<file path="src/rtl/spi_target_port_pkg.sv">
// Shared types and default constants for the SPI target port.
package spi_target_port_pkg;
  localparam int DATA_W_DEF      = 8;
  localparam int SYNC_STAGES_DEF = 2;

  typedef enum logic [1:0] {
    IDLE  = 2'd0,
    LOAD  = 2'd1,
    SHIFT = 2'd2
  } state_e;
endpackage

</file>
<file path="src/rtl/spi_sync_edge.sv">
// Multi-flop synchronizer for one asynchronous SPI pin, with single-clk
// rise/fall pulses derived from the synchronized value.
module spi_sync_edge #(
  parameter int   STAGES  = 2,
  parameter logic RST_VAL = 1'b0
) (
  input  logic clk,
  input  logic rst_n,
  input  logic d,
  output logic q,
  output logic rise,
  output logic fall
);
  logic [STAGES-1:0] r_sync;
  logic              r_prev;

  always_ff @(posedge clk or negedge rst_n) begin
    if (!rst_n) begin
      r_sync <= {STAGES{RST_VAL}};
      r_prev <= RST_VAL;
    end else begin
      r_sync <= (r_sync << 1) | STAGES'(d);
      r_prev <= r_sync[STAGES-1];
    end
  end

  assign q    = r_sync[STAGES-1];
  assign rise =  q & ~r_prev;
  assign fall = ~q &  r_prev;
endmodule

</file>
<file path="src/rtl/spi_target_port.sv">
// SPI mode-0 target with a one-word TX holding register and RX word output.
// Optional sticky status flags enabled by defining SPI_TARGET_STATUS_EN.
module spi_target_port
  import spi_target_port_pkg::*;
#(
  parameter int DATA_W      = DATA_W_DEF,
  parameter int SYNC_STAGES = SYNC_STAGES_DEF
) (
  input  logic              clk,
  input  logic              rst_n,
  input  logic              spi_cs,
  input  logic              spi_sclk,
  input  logic              spi_mosi,
  output logic              spi_miso,
  output logic              spi_miso_oe,
  input  logic [DATA_W-1:0] tx_data,
  input  logic              tx_valid,
  output logic              tx_ready,
  output logic [DATA_W-1:0] rx_data,
  output logic              rx_valid,
  output logic              busy
`ifdef SPI_TARGET_STATUS_EN
  ,
  input  logic              rx_ack,
  input  logic              status_clr,
  output logic              rx_overrun,
  output logic              tx_underrun
`endif
);
  localparam int CNT_W = $clog2(DATA_W + 1);

  logic w_cs_q, w_cs_rise, w_cs_fall;
  logic w_sclk_rise, w_sclk_fall, w_sclk_q_unused;
  logic w_mosi_q, w_mosi_rise_unused, w_mosi_fall_unused;

  spi_sync_edge #(.STAGES(SYNC_STAGES), .RST_VAL(1'b1)) u_sync_cs (
    .clk(clk), .rst_n(rst_n), .d(spi_cs),
    .q(w_cs_q), .rise(w_cs_rise), .fall(w_cs_fall));
  spi_sync_edge #(.STAGES(SYNC_STAGES), .RST_VAL(1'b0)) u_sync_sclk (
    .clk(clk), .rst_n(rst_n), .d(spi_sclk),
    .q(w_sclk_q_unused), .rise(w_sclk_rise), .fall(w_sclk_fall));
  spi_sync_edge #(.STAGES(SYNC_STAGES), .RST_VAL(1'b0)) u_sync_mosi (
    .clk(clk), .rst_n(rst_n), .d(spi_mosi),
    .q(w_mosi_q), .rise(w_mosi_rise_unused), .fall(w_mosi_fall_unused));

  state_e            r_state, w_next;
  logic [DATA_W-1:0] r_hold, r_tx_shift, r_rx_shift, r_rx_data;
  logic              r_hold_full, r_rx_valid;
  logic [CNT_W-1:0]  r_cnt;
  logic [DATA_W-1:0] w_rx_next;
  logic              w_word_done, w_take;

  assign w_rx_next   = {r_rx_shift[DATA_W-2:0], w_mosi_q};
  assign w_word_done = (r_state == SHIFT) && w_sclk_rise && !w_cs_rise &&
                       (r_cnt == CNT_W'(DATA_W - 1));
  assign w_take      = (r_state == LOAD) || w_word_done;

  always_ff @(posedge clk or negedge rst_n) begin
    if (!rst_n) r_state <= IDLE;
    else        r_state <= w_next;
  end

  always_comb begin
    w_next = r_state;
    case (r_state)
      IDLE:    if (w_cs_fall) w_next = LOAD;
      LOAD:    w_next = SHIFT;
      SHIFT:   if (w_cs_rise) w_next = IDLE;
      default: w_next = IDLE;
    endcase
  end

  always_ff @(posedge clk or negedge rst_n) begin
    if (!rst_n) begin
      r_hold      <= '0;
      r_hold_full <= 1'b0;
      r_tx_shift  <= '0;
      r_rx_shift  <= '0;
      r_rx_data   <= '0;
      r_rx_valid  <= 1'b0;
      r_cnt       <= '0;
    end else begin
      r_rx_valid <= 1'b0;
      // The falling edge right after a word's last rise (counter wrapped to 0)
      // must not shift, or the freshly reloaded MSB would be lost.
      if (w_take) begin
        r_tx_shift  <= r_hold_full ? r_hold : '0;
        r_hold_full <= 1'b0;
      end else if (r_state == SHIFT && w_sclk_fall && r_cnt != '0) begin
        r_tx_shift <= r_tx_shift << 1;
      end
      // Accept after the take so a same-clk load lands in the emptied register.
      if (tx_valid && !r_hold_full) begin
        r_hold      <= tx_data;
        r_hold_full <= 1'b1;
      end
      if (r_state == SHIFT) begin
        if (w_cs_rise) begin
          r_cnt <= '0;
        end else if (w_sclk_rise) begin
          r_rx_shift <= w_rx_next;
          if (w_word_done) begin
            r_cnt      <= '0;
            r_rx_data  <= w_rx_next;
            r_rx_valid <= 1'b1;
          end else begin
            r_cnt <= r_cnt + 1'b1;
          end
        end
      end else begin
        r_cnt <= '0;
      end
    end
  end

  assign spi_miso_oe = ~w_cs_q;
  assign spi_miso    = spi_miso_oe & r_tx_shift[DATA_W-1];
  assign tx_ready    = ~r_hold_full;
  assign rx_data     = r_rx_data;
  assign rx_valid    = r_rx_valid;
  assign busy        = (r_state != IDLE);

`ifdef SPI_TARGET_STATUS_EN
  logic r_rx_pend, r_rx_overrun, r_tx_underrun;

  always_ff @(posedge clk or negedge rst_n) begin
    if (!rst_n) begin
      r_rx_pend     <= 1'b0;
      r_rx_overrun  <= 1'b0;
      r_tx_underrun <= 1'b0;
    end else begin
      if (w_word_done)  r_rx_pend <= 1'b1;
      else if (rx_ack)  r_rx_pend <= 1'b0;
      if (status_clr) begin
        r_rx_overrun  <= 1'b0;
        r_tx_underrun <= 1'b0;
      end
      if (w_word_done && r_rx_pend && !rx_ack) r_rx_overrun  <= 1'b1;
      if (w_take && !r_hold_full)              r_tx_underrun <= 1'b1;
    end
  end

  assign rx_overrun  = r_rx_overrun;
  assign tx_underrun = r_tx_underrun;
`endif
endmodule

</file>
<file path="config.mk">
export PLATFORM = sky130hd
export DESIGN_NAME = spi_target_port
export DESIGN_NICKNAME = d
export VERILOG_FILES = /design/src/rtl/spi_target_port_pkg.sv /design/src/rtl/spi_sync_edge.sv /design/src/rtl/spi_target_port.sv
export SDC_FILE = /design/constraint.sdc
export NUM_CORES = 1
export LEC_CHECK = 0
export CAP_MARGIN = 10
export CORE_UTILIZATION = 56
export CTS_BUF_LIST = sky130_fd_sc_hd__clkbuf_4 sky130_fd_sc_hd__clkbuf_8
export DETAILED_ROUTE_END_ITERATION = 16
export PLACE_DENSITY_LB_ADDON = 0.3
export RECOVER_POWER = 50
export SETUP_SLACK_MARGIN = 0.1
export SYNTH_ARGS = -nofsm -noshare
export SYNTH_HDL_FRONTEND = slang
export SYNTH_SLANG_ARGS = --single-unit
</file>
<file path="constraint.sdc">
create_clock -name clk -period 1.8 [get_ports clk]
set_input_delay 0.36 -clock clk [delete_from_list [all_inputs] [get_ports clk]]
set_output_delay 0.36 -clock clk [all_outputs]
set_load 0.02 [all_outputs]
</file>
### After elaboration in Yosys (flattened, before gate mapping)

Index checks and enable logic that the tools add are counted.

* output and inout bits: 13
* flip-flop bits (word level): 47
* word-level logic and storage cells: 67
* input port bits: 14

* bitwise gates (word level): 14
* reduce and logical (&&, ||, !) cells: 17
* add/sub/neg operators: 1
* equal/unequal tests: 6
* multiplexer cells: 16

Operators by type and width (number)
* $mux 8: 3
* $mux 4: 4
* $logic_and 1x1->1: 6
* $mux 1: 6
* $not 1->1: 6
* $or 2x1->2: 3
* $pmux 2 s3: 1
* $reduce_bool 2->1: 3
* $and 1x1->1: 5
* $add 4x1->4 const B: 1
* $eq 4x3->1 const B: 1
* $mux 2: 2
* $reduce_and 4->1: 1
* $reduce_bool 4->1: 1
* $ne 3x3->1 const B: 1
* $reduce_and 3->1: 1
* $eq 2x1->1 const B: 1
* $eq 2x2->1 const B: 1
* $logic_not 1->1: 2
* $logic_not 2->1: 1
* $ne 2x1->1 const B: 1
* $ne 2x2->1 const B: 1
* $reduce_and 2->1: 1
* $logic_or 1x1->1: 1

### Depth between registers and ports, before layout

* word-level depth: 9
* depth in mapped cells: 7
* depth with buffers taken out: 5

### Hierarchy

A second synthesis with hierarchy kept.

* cells, all modules: 139
* area, all modules: 1954.4 sq um

Modules (own cells, without submodules)
* spi_target_port: cells each 124, times used 1, area an instance 1680.4 sq um
* spi_sync_edge at u_sync_mosi ...: cells each 5, times used 2, area an instance 90.1 sq um
* spi_sync_edge at u_sync_cs: cells each 5, times used 1, area an instance 93.8 sq um

### Worst setup path after synthesis

No wires, ideal clock.

* path kind: register -> register
* from: reg r_cnt[0]
* to: reg r_tx_shift[1]
* setup time: 125 ps
* clock period less this slack: 1642 ps
* stages on the path, launching flop included: 6
* path buffers: 0
* path slack: 158 ps
* data arrival time: 1517 ps
* cells stage by stage: dfrtp_1 inv_1 ha_1 a2111oi_4 mux2i_1 mux2i_1

* longest elaborated chain between the ends: 4
* elaborated cells between the ends (all ways): 7
* classes of those cells: eq/ne: 1; mux: 1; reduce/logical: 5

RTL lines
* from (decl): line spi_target_port.sv:49 `logic [CNT_W-1:0] r_cnt;`
* from (signal assigned): line spi_target_port.sv:107 `r_cnt <= r_cnt + 1'b1;`
* $eq 4x3->1: line spi_target_port.sv:55 `(r_cnt == CNT_W'(DATA_W - 1));`
* $logic_and 1x1->1: line spi_target_port.sv:54 `assign w_word_done = (r_state == SHIFT) && w_sclk_rise && !w_cs_rise &&`
* $logic_or 1x1->1: line spi_target_port.sv:56 `assign w_take = (r_state == LOAD) || w_word_done;`
* $mux 8 / $reduce_bool 2->1 (equally long branches)
* to (signal assigned): line spi_target_port.sv:87 `r_tx_shift <= r_hold_full ? r_hold : '0;`
* to (signal assigned): line spi_target_port.sv:90 `r_tx_shift <= r_tx_shift << 1;`
* to (decl): line spi_target_port.sv:47 `logic [DATA_W-1:0] r_hold, r_tx_shift, r_rx_shift, r_rx_data;`

Parallel ways exist; a longest one is shown, timed or not.
A chain may end at the register's enable or synchronous reset.

### Worst setup path in the final report

* from: reg r_cnt[0]
* to: reg r_rx_data[0] (netlist: rx_data[0])

* longest elaborated chain between the ends: 3

RTL lines
* $eq 4x3->1: line spi_target_port.sv:55
* $logic_and 1x1->1: line spi_target_port.sv:54
* $reduce_and 4->1 (no source line)
* to (signal assigned): line spi_target_port.sv:104 `r_rx_data <= w_rx_next;`
* to (decl): line spi_target_port.sv:47

No other way between the ends.

==> reports/metrics.csv <==
stage;metric;value;unit
worst_setup_path;largest fanout on the critical path;5;
final_layout;commonest cells after routing, fill and taps aside;dfrtp_1, mux2_2, mux2i_1;
timing;Slew Limit Fails;0;
run;Max-Cap Viols;0;
yosys;Post-synth ARST share;100;%
final_layout;share of cells above drive strength 1;31.7;%
power;Seq pwr share;53.4;%
yosys;Syn Inst Count;136;
worst_setup_path;CP Capture Point;rx_data[0]$_DFFE_PN0P_;
worst_setup_path;launch point of the critical path;r_cnt[0]$_DFFE_PN0P_;
timing;Worst-Margin Slew;1.18;ns
yosys;Synth cell types;25;
final_layout;# nets final;196;
timing;Setup-failing EPs final;0;
yosys;mean post-synth cell area;14.0;µm²
power;maximum VDD drop;0.793;mV
power;Leak Pwr;1.21;nW
worst_setup_path;CP Launch Type;register;
cts;clock slew at reported path FFs;0.14;ns
cts;Num CTS Buffers;5;
place;hpwl dp;2340;µm
place;setup slack at placement;0.0905;ns
power;Pint;0.00195;W
cts;TritonCTS clock tree;yes;
cts;Root Buffer;clkbuf_4;
power;Sw Ratio;28.7;%
yosys;top_reg_cell synth;dfrtp_1;
timing;Clock Skew;0.0187;ns
timing;hold_ws;0.364;ns
grt;largest net degree at the start of global routing;28;
cts;clk buf depth;2;
final_layout;area grow syn2layout;29.8;%
worst_setup_path;reg2reg setup slack;0.05;ns
detailed_routing;DR pass1 iterations;4;
grt;GRT Residual Overflow;0;
worst_setup_path;Critical Path AT;2.00;ns
floorplan;Initial Utilization;60.8;%
timing;relative slew slack;21.2;%
yosys;main area contributors after synthesis;dfrtp_1, mux2_2, mux2i_1;
final_layout;most common cell after layout, fill and taps aside;dfrtp_1;
floorplan;Chip Width;60.3;µm
yosys;Synth Net Count;152;
worst_setup_path;Reg2Reg Launch Point;r_cnt[0]$_DFFE_PN0P_;
cts;clk sinks;47;
floorplan;Ports;27;
grt;first-pass GRT wire length;5770;µm
worst_setup_path;Worst setup EP type;register;
outcome;status;finished clean;
yosys;Netlist Area Pre-Place;1900;µm²
detailed_routing;WL final;3630;µm
hold_path;hold crit path type;reg -> reg;
detailed_routing;via count;1185;
timing;post-route setup slack;0.0478;ns
detailed_routing;Avg WL per Cell;16.2;µm
floorplan;core area;3130;µm²
place;global placer's final weighted congestion;0.851;
yosys;Post-synth EDFFs;0;
final_layout;Finished Layout Cells;224;
grt;vias in the first global route;1248;
yosys;Ys Warns;0;
yosys;biggest area consumer among synthesized cells;dfrtp_1;
yosys;register bit total from synthesis;47;
floorplan;die area;3630;µm²
power;PD cells;1110;nW/µm²
timing;FMAX;571;MHz
worst_setup_path;worst r2r dst;rx_data[0]$_DFFE_PN0P_;
timing;TNS Setup;0;ns
place;cell count after placement;209;
power;Clk pwr share;22.1;%
power;Gate power share;24.5;%
worst_setup_path;reg2reg path depth;5;
timing;Final Hold Fails;0;
place;count of buffers from port buffering;26;
grt;initial antenna violation count;0;
cts;worst skew pair latency;0.36;ns
timing;RSZ-0062 raised after global routing;true;
detailed_routing;post-route ant nets;0;
timing;Tcrit/Tclk final;97.3;%
yosys;sequential share of the synthesized area;62.0;%
detailed_routing;drt drc;0;
cts;CTS H-tree depth;2;
floorplan;row cnt;20;
hold_path;Hold Crit Depth;0;
worst_setup_path;Critical Path RT;2.05;ns
detailed_routing;Vias/cell;5.29;
final_layout;post-layout util;78.9;%
yosys;post-synth top area share;57.9;%
final_layout;antenna diode count;0;
timing;minimum clock period;1.75;ns
worst_setup_path;WS Path Type;reg -> reg;
power;Switching Power;0.000783;W
floorplan;die height;60.3;µm
grt;aggregate global-route resource usage;22.8;%
detailed_routing;Iter 0 DRT Violations;40;
==> timing repair <==
item	4_1_cts	5_1_grt
hold endpoints to repair	20	0
pin swaps	0	1
gates resized for setup	11	18
buffers inserted	3	2
endpoints found under the setup margin	19	32
hold buffers	1	0
gates cloned	1	1
==> through the flow <==
step / power [W] / cell area (µm²)
3_5_place_dp: 0.00212 / 2260
5_1_grt: 0.00289 / 2470
6_report: 0.00273 / 2470
3_3_place_gp: 0.00207 / 2260
2_1_floorplan: 0.00187 / 1900
4_1_cts: 0.00270 / 2380
==> registers in the layout, indices dropped and copies added (netlist names) <==
name                cells
u_sync_mosi.r_sync      2
r_rx_shift              7
r_tx_shift              8
r_hold                  8
r_hold_full             1
u_sync_cs.r_sync        2
u_sync_sclk.r_prev      1
u_sync_sclk.r_sync      2
r_state                 2
u_sync_cs.r_prev        1
r_cnt                   4
rx_data                 8
rx_valid                1
==> power by group through the flow <==
| stage | Combinational [W] | Clock, W | Sequential [W] |
|---|---|---|---|
| 6_report | 0.000667 | 0.000604 | 0.00146 |
| 5_1_grt | 0.000740 | 0.000665 | 0.00149 |
| 4_1_cts | 0.000642 | 0.000611 | 0.00145 |
| 3_5_place_dp | 0.000649 | 0 | 0.00147 |
| 3_3_place_gp | 0.000614 | 0 | 0.00145 |
| 2_1_floorplan | 0.000449 | 0 | 0.00142 |
==> how the worst min path moves through the flow <==
stage / from / end
after global placement: rst_n / rx_data[7]$_DFFE_PN0P_
final: u_sync_mosi.r_sync[0]$_DFF_PN0_ / u_sync_mosi.r_sync[1]$_DFF_PN0_
after global routing: u_sync_cs.r_sync[0]$_DFF_PN1_ / u_sync_cs.r_sync[1]$_DFF_PN1_
after detailed placement: u_sync_mosi.r_sync[0]$_DFF_PN0_ / u_sync_mosi.r_sync[1]$_DFF_PN0_
after CTS: u_sync_mosi.r_sync[0]$_DFF_PN0_ / u_sync_mosi.r_sync[1]$_DFF_PN0_
after floorplan: rst_n / r_cnt[0]$_DFFE_PN0P_
==> routing by layer <==
layer  routed length, µm  share of wire (%)  GRT usage (%)  vias to the layer above
li1                    -                  -              -                      552
met1                1580                 43           28.5                      599
met2                1870                 52           36.4                       25
met3                 106                2.9           7.36                        9
met4                  73                2.0           8.97                        0
met5                   0                  0              0                        -
==> layout make-up <==
| cell class | count | area (µm²) |
|---|---|---|
| fill | 186 | 659 |
| tap | 44 | 55.1 |
| timing repair buffer | 41 | 413 |
| clock inverter | 2 | 37.5 |
| multi-input combinational | 80 | 727 |
| clock buffer | 5 | 37.5 |
| sequential | 47 | 1180 |
| inverter | 5 | 18.8 |
==> cell usage after synthesis (2+ instances only) <==
| cell type | count |
|---|---|
| dfrtp_1 | 44 |
| mux2_2 | 23 |
| mux2i_1 | 15 |
| nand2_1 | 13 |
| nand2b_1 | 6 |
| inv_1 | 5 |
| a21oi_1 | 3 |
| dfstp_2 | 3 |
| nor2b_1 | 3 |
| buf_4 | 2 |
| clkbuf_1 | 2 |
| ha_1 | 2 |
| nand3_1 | 2 |
| nor2_2 | 2 |
==> critical path, stage by stage (launching register included) <==
cell and delay, ns:
dfrtp_1 0.39, ha_2 0.20, nand3b_1 0.14, nor4b_4 0.36, buf_4 0.21, mux2_2 0.34
==> cell families after synthesis <==
| kind of cell | synth area share (%) |
|---|---|
| XOR/XNOR | 0.461 |
| buffers and inverters | 2.17 |
| AND/OR/NAND/NOR | 9.61 |
| flip-flops | 62.0 |
| adder cells (fa/ha/maj) | 1.32 |
| AO/OA/AOI/OAI | 2.89 |
| multiplexers | 21.5 |
Note: power is estimated with default switching activity, not from simulation.
